### src/rtl/fifo_drain_arb.sv
// Round-robin read scheduler draining NCH synchronous FIFOs into one valid/ready stream.
// Each grant serves a channel for up to BURST words, then the search pointer moves past it.
module fifo_drain_arb #(
  parameter int NCH        = 4,
  parameter int DATA_WIDTH = 32,
  parameter int BURST      = 4,
  localparam int CW        = $clog2(NCH)
) (
  input  logic                      i_clk,
  input  logic                      i_rst,
  input  logic                      i_en,
  input  logic [NCH-1:0]            i_empty,
  input  logic [NCH*DATA_WIDTH-1:0] i_data,
  output logic [NCH-1:0]            o_rd,
  output logic [DATA_WIDTH-1:0]     o_data,
  output logic [CW-1:0]             o_chan,
  output logic                      o_valid,
  input  logic                      i_ready,
  output logic                      o_busy
);

  localparam int CNTW = $clog2(BURST + 1);

  typedef enum logic {
    IDLE,
    SERVE
  } state_t;

  state_t                state_q, state_d;
  logic [CW-1:0]         ptr_q, ptr_d;
  logic [CW-1:0]         cur_q, cur_d;
  logic [CNTW-1:0]       cnt_q, cnt_d;
  logic [DATA_WIDTH-1:0] data_q, data_d;
  logic [CW-1:0]         chan_q, chan_d;
  logic                  valid_q, valid_d;

  logic                  load;
  logic                  rdEn;
  logic                  burstDone;
  logic                  found;
  logic [CW-1:0]         pick;
  logic [CW:0]           searchSum;
  logic [CW-1:0]         searchIdx;
  logic [CW-1:0]         curNext;
  logic [DATA_WIDTH-1:0] chData [NCH];

  for (genvar k = 0; k < NCH; k++) begin : g_split
    assign chData[k] = i_data[k*DATA_WIDTH +: DATA_WIDTH];
  end

  assign load      = !valid_q || i_ready;
  assign burstDone = (cnt_q == CNTW'(BURST - 1));
  assign curNext   = (cur_q == CW'(NCH - 1)) ? '0 : cur_q + 1'b1;

  // Reset gates the strobe so no FIFO word is consumed on a reset edge.
  assign rdEn = (state_q == SERVE) && i_en && load && !i_empty[cur_q] && !i_rst;

  always_comb begin
    o_rd = '0;
    if (rdEn) begin
      o_rd = NCH'(1) << cur_q;
    end
  end

  // First non-empty channel starting at ptr, wrapping modulo NCH (NCH need not be 2^n).
  always_comb begin
    found     = 1'b0;
    pick      = ptr_q;
    searchSum = '0;
    searchIdx = '0;
    for (int i = 0; i < NCH; i++) begin
      searchSum = {1'b0, ptr_q} + (CW + 1)'(i);
      if (searchSum >= (CW + 1)'(NCH)) begin
        searchSum = searchSum - (CW + 1)'(NCH);
      end
      searchIdx = searchSum[CW-1:0];
      if (!found && !i_empty[searchIdx]) begin
        found = 1'b1;
        pick  = searchIdx;
      end
    end
  end

  always_comb begin
    state_d = state_q;
    ptr_d   = ptr_q;
    cur_d   = cur_q;
    cnt_d   = cnt_q;
    data_d  = data_q;
    chan_d  = chan_q;
    valid_d = valid_q;

    case (state_q)
      IDLE: begin
        if (i_en && found) begin
          cur_d   = pick;
          cnt_d   = '0;
          state_d = SERVE;
        end
      end
      SERVE: begin
        if (rdEn) begin
          cnt_d = cnt_q + 1'b1;
        end
        if (!i_en || i_empty[cur_q] || (rdEn && burstDone)) begin
          state_d = IDLE;
          ptr_d   = curNext;
        end
      end
      default: state_d = IDLE;
    endcase

    // A fresh read always refills the output register; otherwise an accepted word retires.
    if (rdEn) begin
      data_d  = chData[cur_q];
      chan_d  = cur_q;
      valid_d = 1'b1;
    end else if (i_ready) begin
      valid_d = 1'b0;
    end
  end

  always_ff @(posedge i_clk) begin
    if (i_rst) begin
      state_q <= IDLE;
      ptr_q   <= '0;
      cur_q   <= '0;
      cnt_q   <= '0;
      data_q  <= '0;
      chan_q  <= '0;
      valid_q <= 1'b0;
    end else begin
      state_q <= state_d;
      ptr_q   <= ptr_d;
      cur_q   <= cur_d;
      cnt_q   <= cnt_d;
      data_q  <= data_d;
      chan_q  <= chan_d;
      valid_q <= valid_d;
    end
  end

  assign o_data  = data_q;
  assign o_chan  = chan_q;
  assign o_valid = valid_q;
  assign o_busy  = (state_q == SERVE);

endmodule

### config.mk
export PLATFORM = sky130hd
export DESIGN_NAME = fifo_drain_arb
export DESIGN_NICKNAME = d
export VERILOG_FILES = /design/src/rtl/fifo_drain_arb.sv
export SDC_FILE = /design/constraint.sdc
export NUM_CORES = 1
export LEC_CHECK = 0
export ABC_AREA = 1
export CAP_MARGIN = 0
export CORE_MARGIN = 3
export CORE_UTILIZATION = 34
export CTS_CLUSTER_SIZE = 28
export DETAILED_ROUTE_END_ITERATION = 8
export PLACE_DENSITY = 0.78
export SLEW_MARGIN = 20
export SYNTH_ARGS = -nofsm -noshare
export SYNTH_HDL_FRONTEND = slang
export SYNTH_SLANG_ARGS = --single-unit
### constraint.sdc
create_clock -name i_clk -period 1.8 [get_ports i_clk]
set_clock_uncertainty 0.15 [all_clocks]
set_input_delay 0.36 -clock i_clk [delete_from_list [all_inputs] [get_ports i_clk]]
set_output_delay 0.36 -clock i_clk [all_outputs]
set_load 0.03 [all_outputs]
==> After elaboration in Yosys (flattened, before gate mapping) <==
Cells that the tools add are included.
{ "totals": {"elab_cells": 93, "register_bits": 43, "out_inout_bits": 40, "in_bits": 136} }
{ "op_classes": {"eq_ne": 4, "n_shift": 1, "bitwise_logic": 2, "mux": 35, "order_cmp": 10, "add_sub_neg": 9, "n_reduce_logical": 25} }
{ "ops": {"columns": ["op", "n"], "rows": [
  ["binary-select mux 32 bit (select 2 bit)", 1],
  ["2-to-1 mux 32 bit", 2],
  ["2-to-1 mux 2 bit", 9],
  ["< comparator 2 x 3 -> 1 bit (second input constant)", 5],
  ["2-to-1 mux 1 bit", 13],
  [">= comparator 3 bit (second input constant)", 4],
  ["binary-select mux 1 bit (select 2 bit)", 5],
  ["logical AND 1 bit", 9],
  ["logical NOT 1 bit", 9],
  ["subtractor 2 x 1 -> 2 bit (second input constant)", 4],
  ["adder 2 x 2 -> 3 bit (second input constant)", 2],
  ["2-to-1 mux 3 bit", 2],
  ["case mux 3 bit (2 select lines)", 1],
  ["AND reduction 2 bit", 3],
  ["2-to-1 mux 4 bit", 1],
  ["left shift 1 x 2 -> 4 bit (first input constant)", 1],
  ["adder 2 x 1 -> 3 bit (second input constant)", 1],
  ["adder 3 x 1 -> 3 bit (second input constant)", 1],
  ["equality test 3 x 2 -> 1 bit (second input constant)", 1],
  [">= comparator 2 x 3 -> 1 bit (second input constant)", 1],
  ["logical OR 1 bit", 3],
  ["NOT 2 -> 3 bit", 1],
  ["adder 2 x 1 -> 2 bit (second input constant)", 1],
  ["equality test 2 bit (second input constant)", 1],
  ["5 further kinds", 5]
]} }

==> Depth between registers and ports, before layout <==
Gate-level depths: netlist (run 1).
{ "depth": {"depth_word": 17, "mapped_depth": 14, "mapped_depth_nobuf": 14} }

==> Worst setup path after synthesis (run 1) <==
Ideal clock, no wire load.
{ "synth_path": {"kind": "register -> output", "startpoint": "reg cur_q[0]", "endpoint": "out o_rd[0]", "n_path_buf": 1, "setup_slack_ns": -0.300, "stages_incl_launch_ff": 8, "t_arrival_ns": 1.590, "required_time_ns": 1.290, "cell_sequence": "dfxtp_1 -> inv_2 -> nand2_1 -> nand2_1 -> a21oi_2 -> nand4_2 -> clkbuf_1 -> nor2_1"} }
{ "synth_between": {"elab_chain_cells": 6} }
{ "synth_rtl": {"columns": ["element", "line_no", "text"], "rows": [
  ["from (decl)", "31", "logic [CW-1:0] cur_q, cur_d;"],
  ["from (signal assigned)", "135", "cur_q <= cur_d;"],
  ["binary-select mux 1 bit (select 2 bit)", "56", "assign rdEn = (state_q == SERVE) && i_en && load && !i_empty[cur_q] && !i_rst;"],
  ["2-to-1 mux 1 bit (implied by the code)", "56", null],
  ["logical NOT 1 bit", "56", null],
  ["logical AND 1 bit (2 in series)", "56", null],
  ["2-to-1 mux 4 bit (*)", "60", "if (rdEn) begin"],
  ["to (decl)", "14", "output logic [NCH-1:0] o_rd,"]
]} }
Every way passes the cells marked *; elsewhere a longest branch is shown, timed or not. The select of a mux whose other input is x is not followed.

==> Worst setup path in the final report (run 1) <==
Same ends and word-level chain as after synthesis.

==> results of run 1 <==
## worst min-delay path, stage by stage, from the launching register on
cell     delay [ns]
dfxtp_1        0.33
o21ai_0        0.08
inv_1          0.05
## through the flow
| stage | setup TNS, ns | cells | utilization [%] |
|---|---|---|---|
| 2_1_floorplan | -0.0542 | 457 | - |
| 3_3_place_gp | -13.80 | 730 | 61.2 |
| 5_1_grt | -1.56 | 748 | 63.6 |
| 3_5_place_dp | -14.85 | 730 | 61.2 |
| 6_report | -1.13 | 748 | 63.6 |
| 4_1_cts | -1.07 | 741 | 62.1 |
## synth_stat cells, drive strengths merged
library cell,number
inv,21
dfxtp,43
o21ai,104
xor2,1
or2,1
ha,6
clkbuf,25
o22ai,33
nand2,52
nand4,7
buf,7
nand3,12
nor2,135
a21oi,9
nand3b,1
## layout make-up
type                    instances  area [µm²]
clock buffers                   7        76.3
repair buffers                213        2030
multi-input cells             361        1790
inverters                      21        88.8
clock inverters                 1        5.00
flip-flops and latches         43         873
well taps                     102         128
fillers                       737        2850
## flip-flops by register name, indices dropped and copies added, names as in the netlist
name     flops
o_chan       2
o_busy       1
cnt_q        3
cur_q        2
o_data      32
ptr_q        2
o_valid      1
## kinds of logic after synthesis
family	count (synthesis)
xor+xnor	1
buf+inv	53
fa+ha+maj	6
flops	43
simple gates	208
compound gates	146
## report_power, final
group | internal, mW | total (mW) | switching [mW]
Clock | 0.273 | 0.596 | 0.324
Combinational | 0.699 | 1.50 | 0.805
Sequential | 1.01 | 1.06 | 0.0510
Total | 1.98 | 3.16 | 1.18
## what timing repair did
| item | CTS | global route |
|---|---|---|
| resized for setup | 46 | 26 |
| gates cloned | 0 | 1 |
| buffers inserted | 4 | 7 |
| pin swaps | 3 | 7 |
| endpoints found under the setup margin | 73 | 10 |
## path summary, 6_finish.rpt
path / slack (ns) / endpoint / depth (start not counted) / from
min reg2reg: 0.33 / o_chan[1]$_SDFFE_PP0P_ / 2 / o_chan[1]$_SDFFE_PP0P_
min: 0.33 / o_chan[1]$_SDFFE_PP0P_ / 2 / o_chan[1]$_SDFFE_PP0P_
max: -0.30 / o_rd[0] / 9 / cur_q[0]$_SDFFE_PP0P_
max reg2reg: 0.03 / cnt_q[2]$_SDFFE_PP0P_ / 9 / ptr_q[0]$_SDFFE_PP0P_
## routing by layer
metal | wire length, µm | global-route usage [%] | share of wire (%)
met3 | 836 | 6.34 | 7.7
met2 | 5480 | 38.4 | 51
met1 | 4370 | 24.9 | 40
met4 | 117 | 4.75 | 1.1
met5 | 0 | 0 | 0
==> out/results.txt, run 1 <==
Endpoints failing setup - 4
Post-placement cell area - 4810 µm²
Pleak - 2.27 nW
Hold buffers post-CTS - 0
Most frequent cells in the layout - nor2_1 (130), clkdlybuf4s50_1 (130), o21ai_0 (69)
Peak supply drop - 0.409 mV
Seq/Total Area, Yosys - 30.8%
Post-synthesis register bit count - 43
Fin area - 4990 µm²
Vias in the first global route - 3601
Largest net degree at the start of global routing - 36
Area grow syn2layout - 78.4%
# nets final - 787
Synth Area per Inst - 6.12 µm²
Gate Count Post-Synth - 457
Drt wl/cell - 14.4 µm
CP max stage delay - 0.38 ns
Hold_ws - 0.327 ns
CP bufs+invs - 3
Dpl hpwl - 7.98 mm
H-tree depth - 2
Crit path DAT - 1.59 ns
Clock sink total - 43
Fmax achieved - 0.475 GHz
DRC viols - 0
Root Driver - clkbuf_8
Routed WL - 10.8 mm
Remaining antenna violation count - 0
Multiplexer share of the synthesized area - 0%
Die X - 96.7 µm
RSZ-0062 raised after global routing - true
Routed vias - 3799
Worst Hold Class - reg -> reg
Post-synthesis simple-gate area fraction - 30.4%
Compound-Gate Fraction of Synth Area - 27.7%
Clk Latency, worst-skew pair - 0.29 ns
Final WS setup - -0.303 ns
Xor/xnor share of the synthesized area - 0.313%
Vert. Die Dim - 96.7 µm
Synth top area cells - dfxtp_1 (31%), nor2_1 (18%), o21ai_0 (13%)
Yosys cell types - 24
Most frequent CP cell - nand2_2
Crit path capture type - output pin
Net Count, Synth - 599
Initial antenna violation count - 0
Length of the first detailed-routing pass in iterations - 4
Pre-CTS WS - -0.468 ns
Slew Limit Fails - 0
Post-synth top area share - 30.8%
Slew HR - 77.2%
First-pass GRT wire length - 16.8 mm
Gp weighted congestion - 0.863
GRT Util Overall - 21.3%
I/O pins - 176
Final count of hold timing violations - 0
CTS tree - built
CP required - 1.29 ns
Num rows - 32
Deepest clock path buffer count - 2
Crit Path Max Fanout - 5
Worst setup path category - reg -> out
I/O Buffers - 175
Period utilization - 117%
Minimum clock period - 2.10 ns
Clock slew seen by the registers of the worst setup and hold paths - 0.08 ns
Synth Area in Adders - 2.68%
Vias/cell - 5.08
Total chip power - 3.16 mW
Failing checks - setup timing
Placeable Area - 7850 µm²
Syn Std Cell Area - 2800 µm²
Crit path max-delay family - simple AND/OR/NAND/NOR gates
TritonCTS Buffers - 5
DR iter-0 viols - 132
Worst-Margin Slew - 0.344 ns
Die Area - 9360 µm²
Pwr/cell area - 633 nW/µm²
Antenna diodes - 0
Initial Utilization - 35.7%
Global route overflow - 0
Layout cell share with drive strength beyond 1 - 12.2%
CP Cell Sequence - inv_4 -> nand2_2 -> nand3_2 -> nand2_2 -> a21oi_4 -> nand4_4 -> buf_12 -> nor2_4 -> buf_6
CP startpoint kind - flip-flop
Critical-path top delay cell - dfxtp_4
Area leader, netlist - dfxtp_1
Largest family of logic cells by synthesized area - simple AND/OR/NAND/NOR gates
MaxCap Viol Count - 0
Status - finished, violations left
Synth Warn # - 0
Note: power is estimated with default switching activity, not from simulation.
==> run 2, diff against run 1 <==
- REMOVE_ABC_BUFFERS: unset -> 1
- clock period: 1.8 -> 1.9 ns (I/O delays scaled with it)
==> run 2 against run 1 <==
  * The run still ends with setup timing left
  * Combinational power decreased by 6%
  * Cell area decreased by 0.10%
  * Sequential share of layout area decreased by 0.083 points
  * Die area unchanged
  * Total power decreased by 6.4%
  * Critical path depth unchanged
  * Worst setup slack improved by 0.092 ns
==> out/results.txt, run 2 (same netlist as run 1, synthesis figures left out) <==
Metal1 wirelength - 4.34 mm
Clk pwr share - 18.3%
H-tree depth - 2
Routed WL - 11.0 mm
Layout cell share with drive strength beyond 1 - 11.0%
Critical-path top delay cell - dfxtp_4
Metal3 WL - 877 µm
Crit Path Max Fanout - 5
Final WS setup - -0.211 ns
Highest Signal Layer - met4
Vias/cell - 5.13
Largest register FFs - 32
Placeable Area - 7850 µm²
Root Driver - clkbuf_8
Clock slew seen by the registers of the worst setup and hold paths - 0.08 ns
Period utilization - 111%
First-pass GRT wire length - 17.8 mm
Worst hold stages - 2
Die Area - 9360 µm²
Remaining antenna violation count - 0
TritonCTS Buffers - 5
Post-placement cell area - 4800 µm²
Fin area - 4990 µm²
I/O pins - 176
DRC viols - 0
Combinational share of power - 47.8%
Routed vias - 3821
Vert. Die Dim - 96.7 µm
Dpl hpwl - 8.37 mm
RSZ-0062 raised after global routing - true
MaxCap Viol Count - 0
DR iter-0 viols - 148
Worst Hold Class - reg -> reg
Failing checks - setup timing
Antenna diodes - 0
Switch share - 37.1%
Most frequent cells in the layout - clkdlybuf4s50_1 (160), nor2_1 (129), o21ai_0 (73)
Endpoints failing setup - 4
Largest net degree at the start of global routing - 36
Global route overflow - 0
Crit path max-delay family - buffers and inverters
CP max stage delay - 0.38 ns
Num rows - 32
# nets final - 786
Commonest non-fill, non-tap cell in the layout - clkdlybuf4s50_1
Length of the first detailed-routing pass in iterations - 4
Util after Layout - 63.6%
Crit path capture type - output pin
Minimum clock period - 2.11 ns
Gp weighted congestion - 0.917
CP startpoint kind - flip-flop
Deepest clock path buffer count - 2
Sequential power share - 33.9%
CP required - 1.37 ns
Pleak - 2.18 nW
Area grow syn2layout - 78.2%
Vias in the first global route - 3838
Initial antenna violation count - 0
Routed wl met2 - 5.55 mm
CP Cell Sequence - inv_4 -> nand2_2 -> nand3_2 -> nand2_2 -> a21oi_2 -> nand4_2 -> buf_6 -> nor2_4 -> buf_6
Reg2Reg Depth - 8
CTS tree - built
Fmax achieved - 0.474 GHz
Crit path DAT - 1.58 ns
Initial Utilization - 35.7%
Status - finished, violations left
Worst-Margin Slew - 0.353 ns
Critical path depth - 9
Drt wl/cell - 14.8 µm
CP bufs+invs - 3
Hold buffers post-CTS - 0
Die X - 96.7 µm
I/O Buffers - 175
Worst setup path category - reg -> out
Clock sink total - 43
GRT Util Overall - 22.8%
Final count of hold timing violations - 0
Slew HR - 76.4%
Internal power - 1.86 mW
Clk Latency, worst-skew pair - 0.30 ns
Pwr/cell area - 593 nW/µm²
NetSw - 1.10 mW
Slew Limit Fails - 0
Peak supply drop - 0.269 mV
-- run 2: changes by cell type in the layout (fill, tap and decap cells not counted), moves of 3 or more --
cell             before  now
o21ai_1              34   31
o21ai_0              69   73
nand2_1              43   47
dlymetal6s2s_1        0    5
nand2_2               9    5
dlygate4sd2_1        41    6
clkdlybuf4s50_1     130  160
-- run 2: final timing paths --
check,start,end,slack (ns)
setup / recovery,cur_q[0]$_SDFFE_PP0P_,o_rd[0],-0.21
hold / removal,cnt_q[2]$_SDFFE_PP0P_,cnt_q[2]$_SDFFE_PP0P_,0.33
setup reg to reg,cur_q[0]$_SDFFE_PP0P_,o_data[16]$_SDFFE_PP0P_,0.04
hold reg to reg,cnt_q[2]$_SDFFE_PP0P_,cnt_q[2]$_SDFFE_PP0P_,0.33
-- run 2: worst min-delay path: stages (launching register included) --
cell and delay (ns):
dfxtp_1 0.31, nand3_1 0.07, a21oi_1 0.06
-- run 2: through the flow --
step           total power [mW]  worst slack [ns]  hold slack, ns  setup TNS, ns  std cells
2_1_floorplan              1.70             -2.23           0.294         -72.70        425
3_3_place_gp               2.34            -0.409           0.305         -10.03        736
3_5_place_dp               2.38            -0.452           0.314         -12.36        736
5_1_grt                    3.15            -0.304           0.350          -1.12        745
6_report                   2.96            -0.211           0.331         -0.788        745
4_1_cts                    2.94            -0.211           0.331         -0.767        746
-- run 2: power by group through the flow --
stage / Clock (mW) / Sequential, mW / Combinational, mW
6_report: 0.542 / 1.00 / 1.41
3_3_place_gp: 0 / 1.01 / 1.33
2_1_floorplan: 0 / 1.13 / 0.561
5_1_grt: 0.589 / 1.01 / 1.55
4_1_cts: 0.553 / 0.999 / 1.38
3_5_place_dp: 0 / 1.01 / 1.36
-- run 2: metal layers --
layer	up-vias	global-route usage [%]
li1	1908	-
met1	1748	25.5
met2	149	41.0
met3	16	6.56
met4	0	8.21
met5	-	0
-- run 2: layout make-up --
type / instances / area [µm²]
Inverter: 21 / 81.3
Multi-Input combinational cell: 361 / 1760
Sequential cell: 43 / 868
Clock buffer: 6 / 72.6
Tap cell: 102 / 128
Fill cell: 697 / 2860
Timing Repair Buffer: 212 / 2080
-- run 2: timing repair --
item,in CTS,in global routing
cloned,0,0
pin swaps,2,4
setup endpoints to repair,9,34
resized for setup,21,20
setup buffers,4,0
